[config.mk]
export PLATFORM = sky130hd
export DESIGN_NAME = booth_mul_arbiter_flat
export DESIGN_NICKNAME = d
export VERILOG_FILES = /design/src/rtl/booth_mul_arbiter_if.sv /design/src/rtl/booth_mul_arbiter.sv /design/src/flat_wrapper.sv
export SDC_FILE = /design/constraint.sdc
export NUM_CORES = 1
export LEC_CHECK = 0
export ABC_AREA = 1
export BUFFER_PORTS_ARGS = -buffer_cell sky130_fd_sc_hd__buf_4
export CAP_MARGIN = 40
export CORE_ASPECT_RATIO = 1.1
export CORE_MARGIN = 4
export CORE_UTILIZATION = 50
export DETAILED_ROUTE_END_ITERATION = 8
export MAX_ROUTING_LAYER = met4
export PLACE_DENSITY = 0.86
export SLEW_MARGIN = 30
export SYNTH_ARGS = -nofsm -noshare
export SYNTH_HDL_FRONTEND = slang
export SYNTH_SLANG_ARGS = --single-unit
[constraint.sdc]
create_clock -name clk_i -period 3.86 [get_ports clk_i]
set_clock_uncertainty 0.1 [all_clocks]
set_input_delay 0.193 -clock clk_i [delete_from_list [all_inputs] [get_ports clk_i]]
set_output_delay 0.193 -clock clk_i [all_outputs]
set_load 0.05 [all_outputs]
[src/rtl/booth_mul_arbiter_if.sv]
// Shared-multiplier bus between the arbiter (master) and the single Booth multiplier (slave).
interface booth_mul_arbiter_if #(
    parameter int DATA_SIZE = 8
);
    logic                   enable;
    logic [DATA_SIZE-1:0]   multiplicand;
    logic [DATA_SIZE-1:0]   multiplier;
    logic                   data_valid;
    logic [2*DATA_SIZE-1:0] product;

    modport master (
        output enable, multiplicand, multiplier,
        input  data_valid, product
    );

    modport slave (
        input  enable, multiplicand, multiplier,
        output data_valid, product
    );
endinterface

[src/rtl/booth_mul_arbiter.sv]
// Round-robin arbiter/sequencer sharing one Booth multiplier among NUM_REQ clients.
// Define BOOTH_ARB_TIMEOUT_EN to add the WAIT-state watchdog that drives error_o.
module booth_mul_arbiter #(
    parameter int NUM_REQ        = 4,
    parameter int DATA_SIZE      = 8,
    parameter int TIMEOUT_CYCLES = 32
) (
    input  logic                           clk_i,
    input  logic                           reset_ni,
    input  logic [NUM_REQ-1:0]             req_i,
    input  logic [NUM_REQ*DATA_SIZE-1:0]   multiplicand_i,
    input  logic [NUM_REQ*DATA_SIZE-1:0]   multiplier_i,
    output logic [NUM_REQ-1:0]             grant_o,
    output logic [NUM_REQ-1:0]             done_o,
    output logic [2*DATA_SIZE-1:0]         product_o,
    output logic                           busy_o,
    output logic                           error_o,
    booth_mul_arbiter_if.master            mul
);

    localparam int IDX_W = $clog2(NUM_REQ);

    if (NUM_REQ < 2 || NUM_REQ > 8 || TIMEOUT_CYCLES < 1) begin : g_param_check
        $error("booth_mul_arbiter: NUM_REQ must be 2..8 and TIMEOUT_CYCLES >= 1");
    end

    typedef enum logic [1:0] {
        S_IDLE,
        S_ISSUE,
        S_WAIT,
        S_RESP
    } state_t;

    state_t                 r_state;
    logic [IDX_W-1:0]       r_ptr;
    logic [IDX_W-1:0]       r_idx;
    logic [NUM_REQ-1:0]     r_grant;
    logic [NUM_REQ-1:0]     r_done;
    logic [2*DATA_SIZE-1:0] r_product;
    logic                   r_busy;
    logic                   r_enable;
    logic [DATA_SIZE-1:0]   r_opa;
    logic [DATA_SIZE-1:0]   r_opb;

    logic                   w_found;
    logic [IDX_W-1:0]       w_winner;
    logic [IDX_W-1:0]       w_cand;
    logic [DATA_SIZE-1:0]   w_opa;
    logic [DATA_SIZE-1:0]   w_opb;

    // Search upward from the pointer, wrapping; the first requester found wins.
    // NOTE: every variable gets a default before the loop so no latch is inferred.
    always_comb begin
        w_found  = 1'b0;
        w_winner = r_ptr;
        w_cand   = r_ptr;
        w_opa    = '0;
        w_opb    = '0;
        for (int i = 0; i < NUM_REQ; i++) begin
            w_cand = (int'(r_ptr) + i >= NUM_REQ) ? IDX_W'(int'(r_ptr) + i - NUM_REQ)
                                                  : IDX_W'(int'(r_ptr) + i);
            if (!w_found && req_i[w_cand]) begin
                w_found  = 1'b1;
                w_winner = w_cand;
            end
        end
        for (int k = 0; k < NUM_REQ; k++) begin
            if (w_winner == IDX_W'(k)) begin
                w_opa = multiplicand_i[k*DATA_SIZE +: DATA_SIZE];
                w_opb = multiplier_i[k*DATA_SIZE +: DATA_SIZE];
            end
        end
    end

`ifdef BOOTH_ARB_TIMEOUT_EN
    localparam int CNT_W = $clog2(TIMEOUT_CYCLES + 1);
    logic [CNT_W-1:0] r_wait_cnt;
    logic             r_error;
`endif

    // NOTE: state and outputs use non-blocking assignments so every register sees pre-edge values.
    always_ff @(posedge clk_i or negedge reset_ni) begin
        if (!reset_ni) begin
            r_state   <= S_IDLE;
            r_ptr     <= '0;
            r_idx     <= '0;
            r_grant   <= '0;
            r_done    <= '0;
            r_product <= '0;
            r_busy    <= 1'b0;
            r_enable  <= 1'b0;
            r_opa     <= '0;
            r_opb     <= '0;
`ifdef BOOTH_ARB_TIMEOUT_EN
            r_wait_cnt <= '0;
            r_error    <= 1'b0;
`endif
        end else begin
            r_enable <= 1'b0;
            r_done   <= '0;
`ifdef BOOTH_ARB_TIMEOUT_EN
            r_error  <= 1'b0;
`endif
            case (r_state)
                S_IDLE: begin
                    if (w_found) begin
                        r_state  <= S_ISSUE;
                        r_idx    <= w_winner;
                        r_grant  <= NUM_REQ'(1) << w_winner;
                        r_opa    <= w_opa;
                        r_opb    <= w_opb;
                        r_enable <= 1'b1;
                        r_busy   <= 1'b1;
                    end
                end
                S_ISSUE: begin
                    r_state <= S_WAIT;
`ifdef BOOTH_ARB_TIMEOUT_EN
                    r_wait_cnt <= '0;
`endif
                end
                S_WAIT: begin
                    // A valid in the limit cycle takes priority over the watchdog.
                    if (mul.data_valid) begin
                        r_product <= mul.product;
                        r_done    <= r_grant;
                        r_state   <= S_RESP;
                    end
`ifdef BOOTH_ARB_TIMEOUT_EN
                    else if (r_wait_cnt == CNT_W'(TIMEOUT_CYCLES - 1)) begin
                        r_product <= '0;
                        r_done    <= r_grant;
                        r_error   <= 1'b1;
                        r_state   <= S_RESP;
                    end else begin
                        r_wait_cnt <= r_wait_cnt + 1'b1;
                    end
`endif
                end
                S_RESP: begin
                    r_state <= S_IDLE;
                    r_grant <= '0;
                    r_busy  <= 1'b0;
                    r_ptr   <= (r_idx == IDX_W'(NUM_REQ - 1)) ? '0 : r_idx + 1'b1;
                end
                default: r_state <= S_IDLE;
            endcase
        end
    end

    assign grant_o          = r_grant;
    assign done_o           = r_done;
    assign product_o        = r_product;
    assign busy_o           = r_busy;
    assign mul.enable       = r_enable;
    assign mul.multiplicand = r_opa;
    assign mul.multiplier   = r_opb;

`ifdef BOOTH_ARB_TIMEOUT_EN
    assign error_o = r_error;
`else
    assign error_o = 1'b0;
`endif

endmodule

[src/flat_wrapper.sv]
// flat-port wrapper written by rule: the top's interface ports become plain ports
module booth_mul_arbiter_flat 
#(
    parameter int NUM_REQ        = 4,
    parameter int DATA_SIZE      = 8,
    parameter int TIMEOUT_CYCLES = 32
)
  (clk_i, reset_ni, req_i, multiplicand_i, multiplier_i, grant_o, done_o, product_o, busy_o, error_o, mul_enable, mul_multiplicand, mul_multiplier, mul_data_valid, mul_product);
  booth_mul_arbiter_if #(.DATA_SIZE(DATA_SIZE)) mul_i ();
  input  logic clk_i;
  input  logic reset_ni;
  input  logic [NUM_REQ-1:0] req_i;
  input  logic [NUM_REQ*DATA_SIZE-1:0] multiplicand_i;
  input  logic [NUM_REQ*DATA_SIZE-1:0] multiplier_i;
  output logic [NUM_REQ-1:0] grant_o;
  output logic [NUM_REQ-1:0] done_o;
  output logic [2*DATA_SIZE-1:0] product_o;
  output logic busy_o;
  output logic error_o;
  output wire logic [$bits(mul_i.enable)-1:0] mul_enable;
  output wire logic [$bits(mul_i.multiplicand)-1:0] mul_multiplicand;
  output wire logic [$bits(mul_i.multiplier)-1:0] mul_multiplier;
  input wire logic [$bits(mul_i.data_valid)-1:0] mul_data_valid;
  input wire logic [$bits(mul_i.product)-1:0] mul_product;
  assign mul_enable = mul_i.enable;
  assign mul_multiplicand = mul_i.multiplicand;
  assign mul_multiplier = mul_i.multiplier;
  assign mul_i.data_valid = mul_data_valid;
  assign mul_i.product = mul_product;
  booth_mul_arbiter #(.NUM_REQ(NUM_REQ), .DATA_SIZE(DATA_SIZE), .TIMEOUT_CYCLES(TIMEOUT_CYCLES)) u_core (.clk_i(clk_i), .reset_ni(reset_ni), .req_i(req_i), .multiplicand_i(multiplicand_i), .multiplier_i(multiplier_i), .grant_o(grant_o), .done_o(done_o), .product_o(product_o), .busy_o(busy_o), .error_o(error_o), .mul(mul_i));
endmodule
# Yosys cells after proc, flatten, opt, wreduce, memory -nomap -nowiden
# Index checks and enable logic that the tools add are counted.
# totals
wordCells	89
regBits	48
input_bits	87
output_inout_bits	43
# op_classes
n_eq_ne	9
n_mux	40
shifts	1
magnitude_cmp	8
n_addsub	8
reduce_logical	13
# op_table
op	n
8-bit two-way mux	8
2-bit two-way mux	11
2-bit by 3-bit less-than comparator with 1-bit output (second input constant)	4
4-bit two-way mux	3
1-bit two-way mux	11
2-bit equality test (second input constant)	5
3-bit >= comparator (second input constant)	3
1-bit binary-select mux with 2-bit select	4
2-bit one-hot mux with 4 select lines	1
4-bit one-hot mux with 2 select lines	1
2-bit AND reduction	4
2-bit by 1-bit subtractor with 2-bit output (second input constant)	4
2-bit by 2-bit adder with 3-bit output (second input constant)	2
2-bit by 1-bit equality test with 1-bit output (second input constant)	2
2-bit zero test	2
1-bit by 2-bit << shifter with 4-bit output (first input constant)	1
2-bit by 1-bit adder with 3-bit output (second input constant)	1
2-bit by 3-bit >= comparator with 1-bit output (second input constant)	1
1-bit logical AND	3
1-bit zero test	3
2-bit by 1-bit adder with 2-bit output (second input constant)	1
2-bit by 1-bit inequality test with 1-bit output (second input constant)	1
2-bit inequality test (second input constant)	1
1-bit one-hot mux with 2 select lines	1
2-bit nonzero test	1

# Logic depth before layout (Yosys ltp)
# Gate-level depths: netlist of the first run.
# logic_depth
depth_word	19
ltp_mapped	18
depth_no_buf	16

# Worst setup path after synthesis of the first run
# OpenSTA, ideal clock, no wires.
# synth_path
path_type	flip-flop to flip-flop
from	register u_core.r_ptr[0]
to	register u_core.r_opa[3] (netlist: u_core.mul.multiplicand[3])
slack_ns	1.859
setup_ns	0.118
required_ns	3.642
t_arrival_ns	1.784
path_buffers	2
period_less_slack_ns	2.001
stages_incl_launch_ff	17
path_cell_list	dfrtp_1 -> buf_4 -> nand2_1 -> nand3_1 -> nand2_2 -> nand2_1 -> inv_2 -> nand3_2 -> nand2_1 -> nand2_2 -> inv_2 -> nor2_8 -> buf_6 -> nand2_2 -> nand3_1 -> nand2_1 -> nand2_1
# synth_via
elab_chain_len	19
elab_cells_between_ends	46
cone_classes	add/sub: 7; order compare: 4; eq/ne: 3; mux: 24; reduce/logical: 8
# synth_rtl
element	line_no	text
start, declared	booth_mul_arbiter.sv:35	logic [IDX_W-1:0] r_ptr;
start signal, assigned	booth_mul_arbiter.sv:144	r_ptr <= (r_idx == IDX_W'(NUM_REQ - 1)) ? '0 : r_idx + 1'b1;
parallel branches: the longest is 19 deep, another holds 2-bit by 1-bit adder with 3-bit output	--	
end signal, assigned	booth_mul_arbiter.sv:110	r_opa <= w_opa;
end, declared	booth_mul_arbiter.sv:42	logic [DATA_SIZE-1:0] r_opa;
# Several ways; the timed one is not identified. The select of a mux whose other input is x is not followed.
# A chain may end at the register's enable or synchronous reset.

# Final worst setup path of the first run
# layout_path
from	register u_core.r_ptr[0]
to	register u_core.r_opa[6] (netlist: u_core.mul.multiplicand[6])
# Same word-level chain as after synthesis.

==> results of run 1 <==
kinds of logic after synthesis:
kind of cell	after synthesis
muxes	16
AOI/OAI and AO/OA	47
DFF	48
adders and majority gates	5
other	1
buffers and inverters	53
and+or+nand+nor	180
worst max path at each step:
stage,endpoint,cells past startpoint
2_1_floorplan,u_core.mul.multiplicand[3],16
3_3_place_gp,u_core.mul.multiplicand[5],14
3_5_place_dp,u_core.mul.multiplicand[6],15
4_1_cts,u_core.mul.multiplicand[6],15
5_1_grt,u_core.mul.multiplicand[6],15
6_report,u_core.mul.multiplicand[6],15
flip-flops by register name, summed over array words and instances, names as in the netlist:
name and flops:
u_core.mul.enable 1, u_core.r_idx 2, u_core.mul.multiplicand 8, u_core.done_o 4, u_core.mul.multiplier 8, u_core.r_ptr 2
u_core.busy_o 1, u_core.product_o 16, u_core.grant_o 4, u_core.r_state 2
layout make-up:
| class | count | area, µm² | share of cell area |
|---|---|---|---|
| Tap cell | 72 | 90.1 | 0.0233 |
| Clock buffer | 5 | 68.8 | 0.0178 |
| Inverter | 40 | 150 | 0.0389 |
| Multi-Input combinational cell | 249 | 1280 | 0.332 |
| Clock inverter | 3 | 47.5 | 0.0123 |
| Sequential cell | 48 | 1200 | 0.311 |
| Timing Repair Buffer | 134 | 1020 | 0.265 |
cell usage in the layout (no fill, tap or decap), types with 4 or more instances in the layout:
cell type	Yosys	final
buf_4	3	129
nand2_1	128	128
dfrtp_1	48	48
o21ai_0	39	39
inv_1	35	35
nand3_1	30	30
mux2_2	16	16
nand2_2	10	10
nor2_1	5	5
ha_1	5	5
clkbuf_8	0	5
inv_2	4	4
o21ai_1	4	4
dlygate4sd3_1	0	4
metrics by stage:
stage,hold slack [ns],setup WS [ns],utilization
6_report,0.0149,1.19,0.752
5_1_grt,0.00632,0.943,0.752
4_1_cts,0.000815,1.22,0.744
3_5_place_dp,0.151,1.20,0.719
3_3_place_gp,0.150,1.38,0.719
2_1_floorplan,-0.203,1.86,-
power by group through the flow:
| stage | Combinational, mW | Clock [mW] | Sequential (mW) |
|---|---|---|---|
| after global routing | 3.08 | 0.407 | 0.914 |
| after floorplan | 1.49 | 0 | 1.53 |
| after detailed placement | 2.80 | 0 | 0.886 |
| after CTS | 2.81 | 0.386 | 0.878 |
| final | 2.82 | 0.378 | 0.884 |
| after global placement | 2.73 | 0 | 0.878 |
per-layer routing:
metal  global-route usage  up-vias  share of wire
met5                    -        -              0
met4               0.0636        0         0.0084
met3               0.0584        8           0.10
met2                0.400      141           0.49
met1                0.291     1242           0.40
li1                     -     1364              -
what timing repair did:
| item | 4_1_cts | 5_1_grt |
|---|---|---|
| endpoints found under the hold margin | 48 | 3 |
| hold buffers | 1 | 3 |
| setup buffers | 0 | 0 |
==> results.toml, run 1 <==
[place]
place.gp.congestion = 0.864
place_area_um2 = 3690
dp.cells = 538
port_buffers = 128
hpwlAfterDp_mm = 5.84

[yosys]
synth_top_family_by_area = "simple AND/OR/NAND/NOR gates"
syn_area_um2 = 2710
synth.avg_cell_area_um2 = 7.75
synth_xor_area_frac = 0
synth_edf_count = 0
synth-compound-area-share = 0.0899
synthArstFlopShare = 1.00
syn_inst = 350
ys.warnings.count = 0
synth_fa_ha_area_frac = 0.0231
synth_top_area_share = 0.443
yosys_most_used_dff = "dfrtp_1"
synthMuxAreaShare = 0.0664
syn-num-nets = 442
yosysMostFrequentCell = "nand2_1"
synthTopCellsByArea = "dfrtp_1, nand2_1, o21ai_0"
ys_seq_elements = 48
yosysSeqAreaShare = 0.443
synthSimpleGateAreaFrac = 0.292
synth.largest_area_cell = "dfrtp_1"
ys_top_cells_by_count = "nand2_1, dfrtp_1, o21ai_0"
synth_cell_types = 26

[clock_network]
cts-resized-gates = 0
cts_buffers = 5
cts_root_buf = "clkbuf_8"
cts_max_level = 2
insertion_delay_ns = 0.31
cts_buffer_depth = 2
cts.sinks = 48
clk_pin_slew_ns = 0.09
cts_tree = "built"

[floorplan]
io_pins = 130
die_area_um2 = 6670
num_rows = 27
die_w_um = 78.2
die_y_um = 85.3
start_util = 0.529
coreArea_um2 = 5130

[setup_path]
critPathCaptureType = "flip-flop"
crit_type = "reg -> reg"
arrival_ns = 2.77
critical_path_buf_inv_count = 4
crit_slowest_cell = "dfrtp_1"
cp-startpoint = "u_core.r_ptr[0]"
ff2ff_setup_slack_ns = 1.19
crit_fanout = 21
reg2reg_depth = 15
start_kind = "flip-flop"
cp_slowest_stage_delay_ns = 0.57
regToRegEndpoint = "u_core.mul.multiplicand[6]"
r2r-start = "u_core.r_ptr[0]"
required_ns = 3.96
crit_top_cell = "nand2_1"
path_cells = "inv_2 -> nand2_1 -> nand3_1 -> nand2_2 -> nand2_1 -> inv_2 -> nand3_2 -> clkinv_1 -> nand2_2 -> nand2_4 -> nand2_2 -> o21ai_0 -> inv_1 -> nand2_1 -> nand2_1"
path_delay_family = "simple AND/OR/NAND/NOR gates"

[timing]
rsz0062_at_grt = "false"
finalMaxSlewViolations = 0
tightestPinTransition_ns = 0.608
hold_viol = 0
finalSetupViolCount = 0
fmax_mhz = 375
period_share = 0.691
fin_crit_ns = 2.67
tns_ns = 0
max-slew-margin-rel = 0.595

[detailed_routing]
drc = 0
dr.pass1.iters = 4
via_per_inst = 5.00
drt_iter0_drc = 167
detail_route.wirelength_mm = 8.01
antenna_left = 0
vias = 2755
wire_per_inst_um = 14.5

[finish]
layout-drive-gt1-share = 0.365
stdcell_count = 551
diodes = 0
final.fill_count = 394
area.growth.synth_to_final_pct = 42.4
fin_area_um2 = 3860
layout.nets = 570

[power_and_ir_drop]
power.density_nw_per_um2 = 1060
power_mw = 4.08
share_comb_of_total_power = 0.691
p_seq_frac = 0.217
internal_power_mw = 1.80
power_leakage_nw = 2.16
p_sw_frac = 0.558
max-vdd-ir-drop_v = 0.000586
clkPwrFrac = 0.093
p_switching_mw = 2.28

[global_route]
grt_usage = 0.240
grt_max_degree = 49
first_global_vias = 2741
gr-total-overflow = 0
grt_pass1_wl_mm = 12.6
antenna_found_initial = 0

[min_path]
min_path_type = "in -> reg"
whs_path_depth = 2
holdPathEnd = "u_core.product_o[11]"
min_from = "mul_product[11]"

[run]
maxCapViolCount = 0

[outcome]
status = "finished, final reports clean"
(Power assumes the default switching activity.)
==> run 2: changes to the inputs <==
--- a/config.mk
+++ b/config.mk
@@ -10,10 +10,10 @@
 export CAP_MARGIN = 40
 export CORE_ASPECT_RATIO = 1.1
 export CORE_MARGIN = 4
-export CORE_UTILIZATION = 50
+export CORE_UTILIZATION = 47
 export DETAILED_ROUTE_END_ITERATION = 8
 export MAX_ROUTING_LAYER = met4
-export PLACE_DENSITY = 0.86
+export PLACE_DENSITY = 0.81
 export SLEW_MARGIN = 30
 export SYNTH_ARGS = -nofsm -noshare
 export SYNTH_HDL_FRONTEND = slang
==> constraint.sdc (replaced) <==
create_clock -name clk_i -period 2.5 [get_ports clk_i]
set_clock_uncertainty 0.1 [all_clocks]
set_input_delay 0.125 -clock clk_i [delete_from_list [all_inputs] [get_ports clk_i]]
set_output_delay 0.125 -clock clk_i [all_outputs]
set_load 0.05 [all_outputs]
==> results.toml, run 2 (synthesis gave the netlist of run 1 again) <==
[setup_path]
crit_slowest_cell = "dfrtp_2"
required_ns = 2.60
arrival_ns = 2.37
crit_fanout = 18
critPathCaptureType = "flip-flop"
path_delay_family = "simple AND/OR/NAND/NOR gates"
crit_type = "reg -> reg"
start_kind = "flip-flop"
critical_path_buf_inv_count = 4
path_cells = "buf_4 -> nand2_1 -> nand3_1 -> nand2_2 -> nand2_1 -> inv_2 -> nand3_2 -> clkinv_1 -> nand2_2 -> nand2_4 -> nand2_4 -> o21ai_0 -> inv_1 -> nand2_1 -> nand2_1"
crit_top_cell = "nand2_1"
cp_slowest_stage_delay_ns = 0.47

[detailed_routing]
drt_iter0_drc = 138
wire_per_inst_um = 14.5
antenna_left = 0
via_per_inst = 5.03
detail_route.wirelength_mm = 8.32
vias = 2880
dr.pass1.iters = 5
drc = 0

[floorplan]
die_w_um = 80.5
num_rows = 28
io_pins = 130
die_area_um2 = 7060
die_y_um = 87.7
start_util = 0.493
coreArea_um2 = 5500

[power_and_ir_drop]
power.density_nw_per_um2 = 1600
clkPwrFrac = 0.077
p_seq_frac = 0.212
p_sw_frac = 0.556
p_switching_mw = 3.58
internal_power_mw = 2.86
share_comb_of_total_power = 0.711
power_leakage_nw = 2.24
power_mw = 6.44
max-vdd-ir-drop_v = 0.000994

[finish]
layout_commonest_cell = "buf_4"
stdcell_count = 573
area.growth.synth_to_final_pct = 48.5
layout.nets = 589
utilization = 0.732
layout-drive-gt1-share = 0.369
diodes = 0
largest_reg_flops = 16
fin_area_um2 = 4030
layout_common_cells = "buf_4, nand2_1, dfrtp_1"

[clock_network]
cts_tree = "built"
cts_setup_buffers = 0
cts_max_level = 2
cts_buffer_depth = 2
clk_pin_slew_ns = 0.10
cts.sinks = 48
insertion_delay_ns = 0.30
cts_root_buf = "clkbuf_8"
cts_buffers = 5

[timing]
tightestPinTransition_ns = 0.689
rsz0062_at_grt = "false"
finalMaxSlewViolations = 0
tns_ns = 0
fmax_mhz = 440
finalSetupViolCount = 0
period_share = 0.909
fin_crit_ns = 2.27
hold_viol = 0
max-slew-margin-rel = 0.540

[outcome]
status = "finished, final reports clean"

[min_path]
min_path_type = "in -> reg"

[global_route]
use_met3 = 0.0617
grt_pass1_wl_mm = 13.0
antenna_found_initial = 0
first_global_vias = 2844
grt_usage = 0.242
grt_max_degree = 49
grt_use_met1 = 0.280
gr-usage-met2 = 0.421
gr-total-overflow = 0
grt_most_used_layer = "met2"

[place]
port_buffers = 128
place_area_um2 = 3750
hpwlAfterDp_mm = 5.97
place.gp.congestion = 0.851
dp.cells = 548

[run]
maxCapViolCount = 0
==> run 2: cell types whose count changed in the layout (fill, tap and decap cells not counted), moves of 2 or more <==
cell           before  now
dlygate4sd3_1       4   17
clkinv_4            2    0
o21ai_1             4    6
dfrtp_1            48   46
buf_4             129  136
dfrtp_2             0    2
o21ai_0            39   36
==> run 2: worst reg2reg max path: cells and delay by family, from the launching register on <==
family | cells | cell delay, ns
simple gates | 10 | 1.03
flops | 1 | 0.47
buf+inv | 4 | 0.40
compound gates | 1 | 0.19
==> run 2: stage by stage <==
stage,setup WS (ns),hold WS (ns)
after floorplan,0.499,-0.271
after global placement,0.260,0.0779
after detailed placement,0.0888,0.0822
after CTS,0.0779,0.0171
after global routing,0.00740,0.0239
final,0.228,0.0211
==> run 2: cell type report <==
type	instances	area (µm²)
clock inverters	2	13.8
well taps	75	93.8
fillers	431	1470
inverters	40	153
flip-flops and latches	48	1200
multi-input cells	249	1290
clock buffers	6	82.6
repair buffers	153	1190
==> run 2: layer usage <==
layer,part of all wire,wire [µm],vias to the layer above
li1,-,-,1406
met1,0.39,3240,1307
met2,0.50,4160,149
met3,0.092,761,18
met4,0.018,147,0
met5,0,0,-
==> run 2: power by group through the flow <==
stage	registers (mW)	logic [mW]	clock network [mW]
2_1_floorplan	2.36	2.30	0
3_3_place_gp	1.34	4.42	0
3_5_place_dp	1.36	4.51	0
4_1_cts	1.35	4.55	0.503
5_1_grt	1.40	5.02	0.544
6_report	1.36	4.58	0.497
==> run 2: worst paths after layout <==
kind | startpoint | to | depth (start not counted) | slack, ns
max | u_core.r_ptr[0] | u_core.mul.multiplicand[6] | 15 | 0.23
min | multiplicand_i[1] | u_core.mul.multiplicand[1] | 5 | 0.02
max reg2reg | u_core.r_ptr[0] | u_core.mul.multiplicand[6] | 15 | 0.23
min reg2reg | u_core.mul.multiplicand[4] | u_core.mul.multiplicand[4] | 2 | 0.39
max in group asynchronous | reset_ni | u_core.r_ptr[1] | 2 | 1.55
min in group asynchronous | reset_ni | u_core.mul.multiplicand[3] | 2 | 0.27
==> run 2: what timing repair did <==
action,CTS,global route
hold buffers,17,0
setup endpoints to repair,0,16
resized for setup,0,7
hold endpoints to repair,64,0
